<file path="config.mk">
export PLATFORM = sky130hd
export DESIGN_NAME = fifo_push_arbiter
export DESIGN_NICKNAME = d
export VERILOG_FILES = /design/src/rtl/fifo_arb_pkg.sv /design/src/rtl/fifo_v3.sv /design/src/rtl/rr_arbiter.sv /design/src/rtl/fifo_push_arbiter.sv
export SDC_FILE = /design/constraint.sdc
export NUM_CORES = 1
export LEC_CHECK = 0
export ABC_AREA = 1
export CORE_ASPECT_RATIO = 1.2
export CORE_UTILIZATION = 65
export CTS_BUF_LIST = sky130_fd_sc_hd__clkbuf_4
export DETAILED_ROUTE_END_ITERATION = 12
export DONT_BUFFER_PORTS = 1
export PLACE_DENSITY = 0.9
export SYNTH_ARGS = -nofsm -noshare
export SYNTH_HDL_FRONTEND = slang
export SYNTH_SLANG_ARGS = --single-unit
</file>
<file path="constraint.sdc">
create_clock -name clk_i -period 5.7 [get_ports clk_i]
set_clock_uncertainty 0.05 [all_clocks]
set_input_delay 0.285 -clock clk_i [delete_from_list [all_inputs] [get_ports clk_i]]
set_output_delay 0.285 -clock clk_i [all_outputs]
set_load 0.02 [all_outputs]
</file>
<file path="src/rtl/fifo_arb_pkg.sv">
// Shared types and the round-robin search used by the push arbiter.
package fifo_arb_pkg;

  localparam int unsigned RR_MAX_REQ  = 32;
  localparam int unsigned RR_MAX_ID_W = 5;

  typedef enum logic {IDLE, LOCKED} arb_state_e;

  typedef struct packed {
    logic                   found;
    logic [RR_MAX_ID_W-1:0] idx;
  } rr_pick_t;

  // First valid index searching ptr..n-1, then wrapping to 0..ptr-1.
  function automatic rr_pick_t rr_pick(input logic [RR_MAX_REQ-1:0] valid,
                                       input int unsigned            ptr,
                                       input int unsigned            n);
    rr_pick_t res;
    res = '0;
    for (int unsigned i = 0; i < RR_MAX_REQ; i++) begin
      if (!res.found && valid[i] && (i >= ptr) && (i < n)) begin
        res.found = 1'b1;
        res.idx   = RR_MAX_ID_W'(i);
      end
    end
    for (int unsigned i = 0; i < RR_MAX_REQ; i++) begin
      if (!res.found && valid[i] && (i < ptr) && (i < n)) begin
        res.found = 1'b1;
        res.idx   = RR_MAX_ID_W'(i);
      end
    end
    return res;
  endfunction

endpackage

</file>
<file path="src/rtl/fifo_v3.sv">
// Generic synchronous FIFO, registered head (optional fall-through), async active-low reset.
// Writes while full and reads while empty are dropped; flush clears pointers and count.
module fifo_v3 #(
  parameter bit          FALL_THROUGH = 1'b0,
  parameter int unsigned DATA_WIDTH   = 32,
  parameter int unsigned DEPTH        = 8,
  parameter type         dtype        = logic [DATA_WIDTH-1:0],
  parameter int unsigned ADDR_DEPTH   = (DEPTH > 1) ? $clog2(DEPTH) : 1
) (
  input  logic                  clk_i,
  input  logic                  rst_ni,
  input  logic                  flush_i,
  input  logic                  testmode_i,
  output logic                  full_o,
  output logic                  empty_o,
  output logic [ADDR_DEPTH-1:0] usage_o,
  input  dtype                  data_i,
  input  logic                  push_i,
  output dtype                  data_o,
  input  logic                  pop_i
);

  localparam logic [ADDR_DEPTH-1:0] LAST_PTR = ADDR_DEPTH'(DEPTH - 1);
  localparam logic [ADDR_DEPTH:0]   FULL_CNT = (ADDR_DEPTH + 1)'(DEPTH);

  logic [ADDR_DEPTH-1:0] r_rd_ptr;
  logic [ADDR_DEPTH-1:0] r_wr_ptr;
  logic [ADDR_DEPTH:0]   r_cnt;
  dtype                  r_mem [DEPTH];
  logic                  w_bypass;
  logic                  w_wr;
  logic                  w_rd;
  logic                  unused_testmode;

  assign unused_testmode = testmode_i;

  assign full_o   = (r_cnt == FULL_CNT);
  assign empty_o  = (r_cnt == '0) && !(FALL_THROUGH && push_i);
  assign usage_o  = r_cnt[ADDR_DEPTH-1:0];
  assign w_bypass = FALL_THROUGH && (r_cnt == '0) && push_i && pop_i;
  assign w_wr     = push_i && !full_o && !w_bypass;
  assign w_rd     = pop_i && !empty_o && !w_bypass;
  assign data_o   = (FALL_THROUGH && (r_cnt == '0)) ? data_i : r_mem[r_rd_ptr];

  always_ff @(posedge clk_i or negedge rst_ni) begin
    if (!rst_ni) begin
      r_rd_ptr <= '0;
      r_wr_ptr <= '0;
      r_cnt    <= '0;
      for (int i = 0; i < DEPTH; i++) r_mem[i] <= '0;
    end else if (flush_i) begin
      r_rd_ptr <= '0;
      r_wr_ptr <= '0;
      r_cnt    <= '0;
    end else begin
      if (w_wr) begin
        r_mem[r_wr_ptr] <= data_i;
        r_wr_ptr        <= (r_wr_ptr == LAST_PTR) ? '0 : r_wr_ptr + 1'b1;
      end
      if (w_rd) r_rd_ptr <= (r_rd_ptr == LAST_PTR) ? '0 : r_rd_ptr + 1'b1;
      case ({w_wr, w_rd})
        2'b10:   r_cnt <= r_cnt + 1'b1;
        2'b01:   r_cnt <= r_cnt - 1'b1;
        default: r_cnt <= r_cnt;
      endcase
    end
  end

  a_full_write: assert property (@(posedge clk_i) disable iff (!rst_ni) !(push_i && full_o));
  a_empty_read: assert property (@(posedge clk_i) disable iff (!rst_ni) !(pop_i && empty_o));

endmodule

</file>
<file path="src/rtl/rr_arbiter.sv">
// Combinational round-robin pick: first valid requester at or after i_ptr, wrapping.
module rr_arbiter import fifo_arb_pkg::*; #(
  parameter int unsigned NUM_REQ = 4,
  parameter int unsigned ID_W    = 2
) (
  input  logic [NUM_REQ-1:0] i_valid,
  input  logic [ID_W-1:0]    i_ptr,
  output logic               o_found,
  output logic [ID_W-1:0]    o_idx
);

  rr_pick_t w_pick;

  always_comb w_pick = rr_pick(RR_MAX_REQ'(i_valid), 32'(i_ptr), NUM_REQ);

  assign o_found = w_pick.found;
  assign o_idx   = ID_W'(w_pick.idx);

endmodule

</file>
<file path="src/rtl/fifo_push_arbiter.sv">
// Round-robin burst arbiter funnelling NUM_REQ push ports into one id-tagged fifo_v3; 1-cycle push-to-head.
// Ready is one-hot (or zero), gated by fifo full with no same-cycle pop bypass, and forced low on flush.
module fifo_push_arbiter import fifo_arb_pkg::*; #(
  parameter int unsigned NUM_REQ    = 4,
  parameter int unsigned DATA_WIDTH = 32,
  parameter int unsigned DEPTH      = 8,
  parameter int unsigned MAX_BURST  = 4,
  parameter int unsigned ID_W       = (NUM_REQ > 1) ? $clog2(NUM_REQ) : 1,
  parameter int unsigned ADDR_DEPTH = (DEPTH > 1) ? $clog2(DEPTH) : 1
) (
  input  logic                          clk_i,
  input  logic                          rst_ni,
  input  logic                          flush_i,
  input  logic                          testmode_i,
  input  logic [NUM_REQ-1:0]            req_valid_i,
  input  logic [NUM_REQ-1:0]            req_last_i,
  input  logic [NUM_REQ*DATA_WIDTH-1:0] req_data_i,
  output logic [NUM_REQ-1:0]            req_ready_o,
  output logic                          out_valid_o,
  output logic [DATA_WIDTH-1:0]         out_data_o,
  output logic [ID_W-1:0]               out_id_o,
  input  logic                          out_ready_i,
  output logic [ADDR_DEPTH-1:0]         usage_o
);

  localparam int unsigned CNT_W = $clog2(MAX_BURST + 1);

  typedef logic [ID_W+DATA_WIDTH-1:0] entry_t;

  arb_state_e       r_state;
  arb_state_e       w_state_d;
  logic [ID_W-1:0]  r_rr_ptr;
  logic [ID_W-1:0]  w_rr_ptr_d;
  logic [ID_W-1:0]  r_owner;
  logic [ID_W-1:0]  w_owner_d;
  logic [CNT_W-1:0] r_burst_cnt;
  logic [CNT_W-1:0] w_burst_cnt_d;

  logic             w_found;
  logic [ID_W-1:0]  w_winner;
  logic [ID_W-1:0]  w_id;
  logic [ID_W-1:0]  w_ptr_inc;
  logic             w_accept;
  logic             w_last;
  logic             w_full;
  logic             w_empty;
  entry_t           w_push_dat;
  entry_t           w_head;

  rr_arbiter #(
    .NUM_REQ (NUM_REQ),
    .ID_W    (ID_W)
  ) u_rr_arbiter (
    .i_valid (req_valid_i),
    .i_ptr   (r_rr_ptr),
    .o_found (w_found),
    .o_idx   (w_winner)
  );

  // While locked the owner keeps the port even when it drops valid.
  assign w_id       = (r_state == LOCKED) ? r_owner : w_winner;
  assign w_ptr_inc  = ID_W'((32'(w_id) + 32'd1) % NUM_REQ);
  assign w_last     = req_last_i[w_id];
  assign w_accept   = |(req_valid_i & req_ready_o);
  assign w_push_dat = {w_id, req_data_i[w_id*DATA_WIDTH +: DATA_WIDTH]};

  always_ff @(posedge clk_i or negedge rst_ni) begin
    if (!rst_ni) begin
      r_state     <= IDLE;
      r_rr_ptr    <= '0;
      r_owner     <= '0;
      r_burst_cnt <= '0;
    end else begin
      r_state     <= w_state_d;
      r_rr_ptr    <= w_rr_ptr_d;
      r_owner     <= w_owner_d;
      r_burst_cnt <= w_burst_cnt_d;
    end
  end

  always_comb begin
    w_state_d     = r_state;
    w_rr_ptr_d    = r_rr_ptr;
    w_owner_d     = r_owner;
    w_burst_cnt_d = r_burst_cnt;
    if (flush_i) begin
      w_state_d     = IDLE;
      w_rr_ptr_d    = '0;
      w_owner_d     = '0;
      w_burst_cnt_d = '0;
    end else if (w_accept) begin
      unique case (r_state)
        IDLE: begin
          if (w_last || (MAX_BURST == 1)) begin
            w_rr_ptr_d = w_ptr_inc;
          end else begin
            w_state_d     = LOCKED;
            w_owner_d     = w_winner;
            w_burst_cnt_d = CNT_W'(1);
          end
        end
        LOCKED: begin
          if (w_last || ((32'(r_burst_cnt) + 32'd1) == MAX_BURST)) begin
            w_state_d     = IDLE;
            w_rr_ptr_d    = w_ptr_inc;
            w_burst_cnt_d = '0;
          end else begin
            w_burst_cnt_d = r_burst_cnt + CNT_W'(1);
          end
        end
      endcase
    end
  end

  always_comb begin
    req_ready_o = '0;
    if (((r_state == LOCKED) || w_found) && !w_full && !flush_i) req_ready_o[w_id] = 1'b1;
  end

  fifo_v3 #(
    .FALL_THROUGH (1'b0),
    .DATA_WIDTH   (ID_W + DATA_WIDTH),
    .DEPTH        (DEPTH),
    .dtype        (entry_t)
  ) u_fifo (
    .clk_i      (clk_i),
    .rst_ni     (rst_ni),
    .flush_i    (flush_i),
    .testmode_i (testmode_i),
    .full_o     (w_full),
    .empty_o    (w_empty),
    .usage_o    (usage_o),
    .data_i     (w_push_dat),
    .push_i     (w_accept),
    .data_o     (w_head),
    .pop_i      (out_valid_o & out_ready_i)
  );

  assign out_valid_o = !w_empty;
  assign out_data_o  = w_head[DATA_WIDTH-1:0];
  assign out_id_o    = w_head[ID_W+DATA_WIDTH-1:DATA_WIDTH];

endmodule

</file>
Yosys cells after proc, flatten, opt, wreduce, memory -nomap -nowiden
Cells that the tools add are included.
Operators by class
  bitwise operators: 6
  mux-type cells: 46
  reductions and logical operators: 39
  magnitude comparators: 11
  multipliers: 0
  equal/unequal tests: 11
  add/sub/neg operators: 7
  div/mod/pow operators: 0
  shift-type cells: 1
Operators by type and width (number)
  $bwmux 272: 1
  $shiftx 128x8->32: 1
  $bmux 34 s3: 1
  $demux 34 s3: 1
  $mux 34: 3
  $mux 6: 7
  $mux 3: 10
  $logic_and 1x1->1: 18
  $mux 2: 9
  $add 3x1->3 const B: 3
  $logic_not 1->1: 9
  $ge 4x4->1 const B: 2
  $mux 4: 2
  $not 3->4: 2
  $pmux 4 s2: 1
  $eq 3x3->1 const B: 2
  $mux 1: 6
  $ne 3x3->1 const B: 2
  $pmux 3 s2: 1
  $reduce_and 3->1: 2
  $reduce_bool 2->1: 3
  $add 3x1->4 const B: 1
  $add 4x1->4 const B: 1
  $and 4x4->4: 1
  26 further kinds: 32
Storage, ports and cells
  bits in writable memories: 0
  memories: 0
  output and inout port bits: 42
  bits in latches: 0
  input port bits: 141
  memory bits (read-only): 0
  word-level logic and storage cells: 136
  bits in registers: 290

Longest topological paths before layout
  depth after elaboration: 38
  gate-level depth with buffers: 24

Cells and area by module
Synthesis repeated with hierarchy kept, for this count alone.
Unflattened totals
  cell total of the unflattened synthesis: 1813
  area, all modules: 14492.6 um^2
Modules (own cells, without submodules)
  fifo_v3: cells an instance 1493, area an instance 12657.1 um^2, sequential area each 7056.8 um^2, times used 1
  fifo_push_arbiter: cells an instance 297, area an instance 1719.1 um^2, sequential area each 200.2 um^2, times used 1
  rr_arbiter: cells an instance 23, area an instance 116.4 um^2, sequential area each 0.0 um^2, times used 1

Worst setup path before layout
No wires, ideal clock.
  path type: register -> register
  start point: register r_rr_ptr[1]
  end point: register u_fifo.r_cnt[3]
  cell stages (with the launch flop): 25
  path buffers: 3
  setup time: 117 ps
  setup slack: 2724 ps
  data arrival time: 2809 ps
  path through: dfrtp_1 > nor2_1 > nand2_1 > nand2_1 > a21oi_1 > nand2_1 > nand4_2 > nand2_2 > buf_2 > buf_2 > buf_2 > ha_1 > nand4_1 > nand2_1 > nor2_4 > nand2_1 > inv_1 > ha_1 > nand2_1 > inv_1 > nand3_1 > nand2_1 > nand2_1 > nand3_1 > nand2_1
Between the ends
  cells in the longest elaborated chain, start to end: 38
  elaborated cells on any way between the ends: 49
  those cells by class: order compare: 8; eq/ne: 2; mux: 13; bitwise: 1; reduce/logical: 25
Ends and longest elaborated chain
  from (decl): line fifo_push_arbiter.sv:32  | logic [ID_W-1:0] r_rr_ptr;
  from (signal assigned): line fifo_push_arbiter.sv:75  | r_rr_ptr <= w_rr_ptr_d;
  $ge 1x2->1: line fifo_arb_pkg.sv:21  | if (!res.found && valid[i] && (i >= ptr) && (i < n)) begin
  $logic_and 1x1->1: line fifo_arb_pkg.sv:21
  $mux 6: line fifo_arb_pkg.sv:21
  $logic_not 1->1: line fifo_arb_pkg.sv:21
  $logic_and 1x1->1 (2 in series): line fifo_arb_pkg.sv:21
  $mux 6: line fifo_arb_pkg.sv:21
  $logic_not 1->1: line fifo_arb_pkg.sv:21
  $logic_and 1x1->1 (2 in series): line fifo_arb_pkg.sv:21
  [... 20 more ...]
  $demux 1 s2: line fifo_push_arbiter.sv:117  | if (((r_state == LOCKED) || w_found) && !w_full && !flush_i) req_ready_o[w_id] = 1'b1;
  $mux 4 *: line fifo_push_arbiter.sv:117
  $and 4x4->4 *: line fifo_push_arbiter.sv:64  | assign w_accept = |(req_valid_i & req_ready_o);
  $reduce_or 4->1 *: line fifo_push_arbiter.sv:64
  $logic_and 1x1->1 *: line fifo_v3.sv:41  | assign w_wr = push_i && !full_o && !w_bypass;
  $eq 2x1->1 / $eq 2x2->1 (equally long branches): line fifo_v3.sv:61  | case ({w_wr, w_rd})
  $pmux 4 s2: line fifo_v3.sv:61
  $mux 4: line fifo_v3.sv:51  | end else if (flush_i) begin
  to (signal assigned): line fifo_v3.sv:62  | 2'b10: r_cnt <= r_cnt + 1'b1;
  to (signal assigned): line fifo_v3.sv:63  | 2'b01: r_cnt <= r_cnt - 1'b1;
  to (signal assigned): line fifo_v3.sv:64  | default: r_cnt <= r_cnt;
  to (decl): line fifo_v3.sv:28  | logic [ADDR_DEPTH:0] r_cnt;
Mark *: on every way between the ends. The rest lies on a longest branch, timed or not.
A chain may end at the register's enable or synchronous reset.

Final worst setup path
  start point: register r_rr_ptr[1]
  end point: register u_fifo.r_mem[236] in the netlist's numbering
Between the ends
  cells in the longest elaborated chain, start to end: 36
  elaborated cells on any way between the ends: 46
  those cells by class: order compare: 8; mux: 12; bitwise: 1; reduce/logical: 25
Ends and longest elaborated chain
  $ge 1x2->1: line fifo_arb_pkg.sv:21
  $logic_and 1x1->1: line fifo_arb_pkg.sv:21
  $mux 6: line fifo_arb_pkg.sv:21
  $logic_not 1->1: line fifo_arb_pkg.sv:21
  $logic_and 1x1->1 (2 in series): line fifo_arb_pkg.sv:21
  $mux 6: line fifo_arb_pkg.sv:21
  $logic_not 1->1: line fifo_arb_pkg.sv:21
  $logic_and 1x1->1 (2 in series): line fifo_arb_pkg.sv:21
  [... 18 more ...]
  $logic_and 1x1->1 (implied by the code): line fifo_push_arbiter.sv:117
  $mux 1 (implied by the code): line fifo_push_arbiter.sv:117
  $demux 1 s2: line fifo_push_arbiter.sv:117
  $mux 4: line fifo_push_arbiter.sv:117
  $and 4x4->4: line fifo_push_arbiter.sv:64
  $reduce_or 4->1: line fifo_push_arbiter.sv:64
  $logic_and 1x1->1: line fifo_v3.sv:41
  $reduce_and 2->1 (no line)
  to (signal, indexed assignment): line fifo_v3.sv:57  | r_mem[r_wr_ptr] <= data_i;
  to (decl): line fifo_v3.sv:29  | dtype r_mem [DEPTH];
Marks and branches as above.

==> impl_metrics.ini <==
[status]
status = finished with violations
violations = hold timing

[cts]
cts_buffers = 74
cts_root_buf = clkbuf_4
cts_tree = done
cts.path.max_buffers = 3
clkSlewWorstSetupHoldPaths_ps = 70
insertion_delay_ps = 680
cts_sinks = 290
ctsHoldBuffers = 62
cts-htree-levels = 3

[die]
num_io_pins = 183
rows = 60
die_area_um2 = 24000
start_util_pct = 67.0
die_x_um = 142
fp.dieH_um = 170
core_area_um2 = 22700

[setup_path]
cpMostUsedCell = nand2_1
cp-end-kind = flip-flop
worst-setup-path-type = flip-flop to flip-flop
cpLargestDelayFamily = simple AND/OR/NAND/NOR gates
critPathMaxFanout = 77
reg2reg_slack_ps = 1260
critical_path_buf_inv_count = 3
critPathRequiredTime_ps = 6170
slowest_stage = nor2_4
cp.arrival_ps = 4910
crit_path_cell_trace = nor2_1, nand2_1, nand2_1, a21oi_1, nand2_1, nand4_2, nand2_2, buf_4, ha_1, nand4_1, nand2_1, nor2_4, nor2_2, inv_4, nor2_4, inv_4, nand2_1, o21ai_0
cpPeakStageDelay_ps = 890
startpoint = r_rr_ptr[1]
timing.rr.start = r_rr_ptr[1]
crit_path_start_kind = flip-flop

[cells_and_area]
syn2layout_area_growth_pct = 8.56
layout.nets = 2201
final_common_cell = nand2_1
drive_above_1_share_pct = 10.2
fillCellCount = 1673
postLayoutCellArea_um2 = 16500
register_area_um2 = 7260
layout_common_cells = 837 x nand2_1, 304 x nor2_1, 288 x dfrtp_1, 211 x o21ai_0, 109 x clkbuf_4
multiInputGateArea_um2 = 7040

[logic_synthesis]
synth_edf_count = 0
avgSynthCellArea_um2 = 7.51
syn_area_um2 = 15200
ys_seq_elements = 290
yosys.area.top_type = dfrtp_1
netlist.area_leader.share_pct = 47.7
synth_top_flop_cell = dfrtp_1
ys_types = 34
async_flop_share_pct = 100
syn_nets = 2176
synth_area_leaders = dfrtp_1 48%, nand2_1 21%, nor2_1 7.5%
syn_inst = 2023
yosysWarnings = 0
yosysSeqAreaShare_pct = 47.7

[routing]
vias = 14506
via_per_inst = 6.04
drc = 0
wirelength_um = 43100
ant_nets = 0
post_drt_wl_per_cell_um = 17.9
dr.first_iter.drc_count = 1978
dr.pass1.iters = 5

[timing]
tightest_slew_ps = 1180
finalSetupViolations = 0
fin_ws_ps = 1260
slew_headroom_pct = 21.1
rsz0062_at_grt = false
hold_viol_final = 290
hold_ws_ps = -734
fmax_mhz = 225
period_share_pct = 78.0
drv_slew = 0
fin_tns_setup_ps = 0
period_needed_ps = 4440

[global_routing]
antenna_found_initial = 1
grt_pass1_wl_um = 69400
grt_use_total_pct = 36.9
gr-total-overflow = 0
grt_max_degree = 291
grt_pass1_vias = 14109

[placed_design]
port_buffers = 0
preCtsSetupSlack_ps = 1400
gpl.final_weighted_congestion = 0.791
dp.final_hpwl_um = 23200
place_area_um2 = 15000

[pwr]
leakagePower_uw = 0.00852
vdd_ir_drop_max_mv = 0.986
p_per_area_nw_per_um2 = 597

[worst_hold_path]
hp-class = input port to asynchronous set/reset pin

[job]
drv_cap = 0
==> state kept, by name (all words and copies together), names as in the netlist <==
name and flops:
r_burst_cnt 3, r_owner 2, r_rr_ptr 2, r_state 1
u_fifo.r_cnt 4, u_fifo.r_mem 272, u_fifo.r_rd_ptr 3, u_fifo.r_wr_ptr 3
==> per-layer routing <==
layer | part of all wire (%) | global-route usage, %
met2 | 48 | 59.7
met3 | 11 | 7.28
met5 | 0 | 0
met4 | 4.1 | 21.1
met1 | 38 | 46.4
==> synthesized netlist by cell type, types with 10 or more instances <==
master      n
o22ai_2    17
o21ai_1    11
a31oi_1    35
o21ai_2    12
buf_4      24
dfrtp_1   290
ha_1       12
nor2_1    304
nand3_1    19
o22ai_1    35
o21ai_0   211
nor2_4     10
inv_1      41
nand2_1   837
o22ai_4    15
clkbuf_1   57
buf_2      34
==> cell families after synthesis <==
| family | share of synthesized area (%) |
|---|---|
| buffers and inverters | 5.97 |
| AO/OA/AOI/OAI | 14.4 |
| AND/OR/NAND/NOR | 30.8 |
| adder cells (fa/ha/maj) | 0.988 |
| XOR/XNOR | 0.115 |
| flip-flops | 47.7 |
==> final timing paths <==
check	endpoint	cells past startpoint
worst max-delay path	u_fifo.r_mem[236]	18
max in group asynchronous	u_fifo.r_mem[81]	0
min in group clk_i	u_fifo.r_mem[68]	4
worst min register to register	u_fifo.r_mem[142]	2
worst min-delay path	u_fifo.r_mem[244]	0
worst max register to register	u_fifo.r_mem[236]	18
==> power breakdown <==
| part | leakage (uW) | total [uW] | internal [uW] | switching, uW |
|---|---|---|---|---|
| clock network | 0.000526 | 1700 | 866 | 839 |
| registers | 0.00380 | 3180 | 2740 | 445 |
| logic | 0.00419 | 4950 | 1540 | 3410 |
==> metrics by stage <==
step	utilization [%]	hold slack (ps)	cells	power (uW)
finish	72.8	-734	2403	9840
global route	72.8	-769	2403	10500
CTS	72.8	-777	2402	9730
detailed placement	66.2	-47.5	2220	7760
global placement	66.2	-45.3	2220	7570
floorplan	-	-60.6	2023	6780
==> repair_timing <==
action                                 in CTS  in global routing
buffers inserted                            0                  0
gates resized for setup                     0                  0
endpoints found under the hold margin     451                290
==> area by class of cell <==
type                            count  share of cell area [%]
Clock inverter                     11                   0.258
Tap cell                          310                    2.35
Sequential cell                   290                    44.0
Clock buffer                      109                    4.96
Timing Repair Buffer               74                    4.31
Multi-Input combinational cell   1552                    42.7
Inverter                           56                    1.42
Antenna cell                        1                  0.0152
Power figures use the tool's default switching activity.
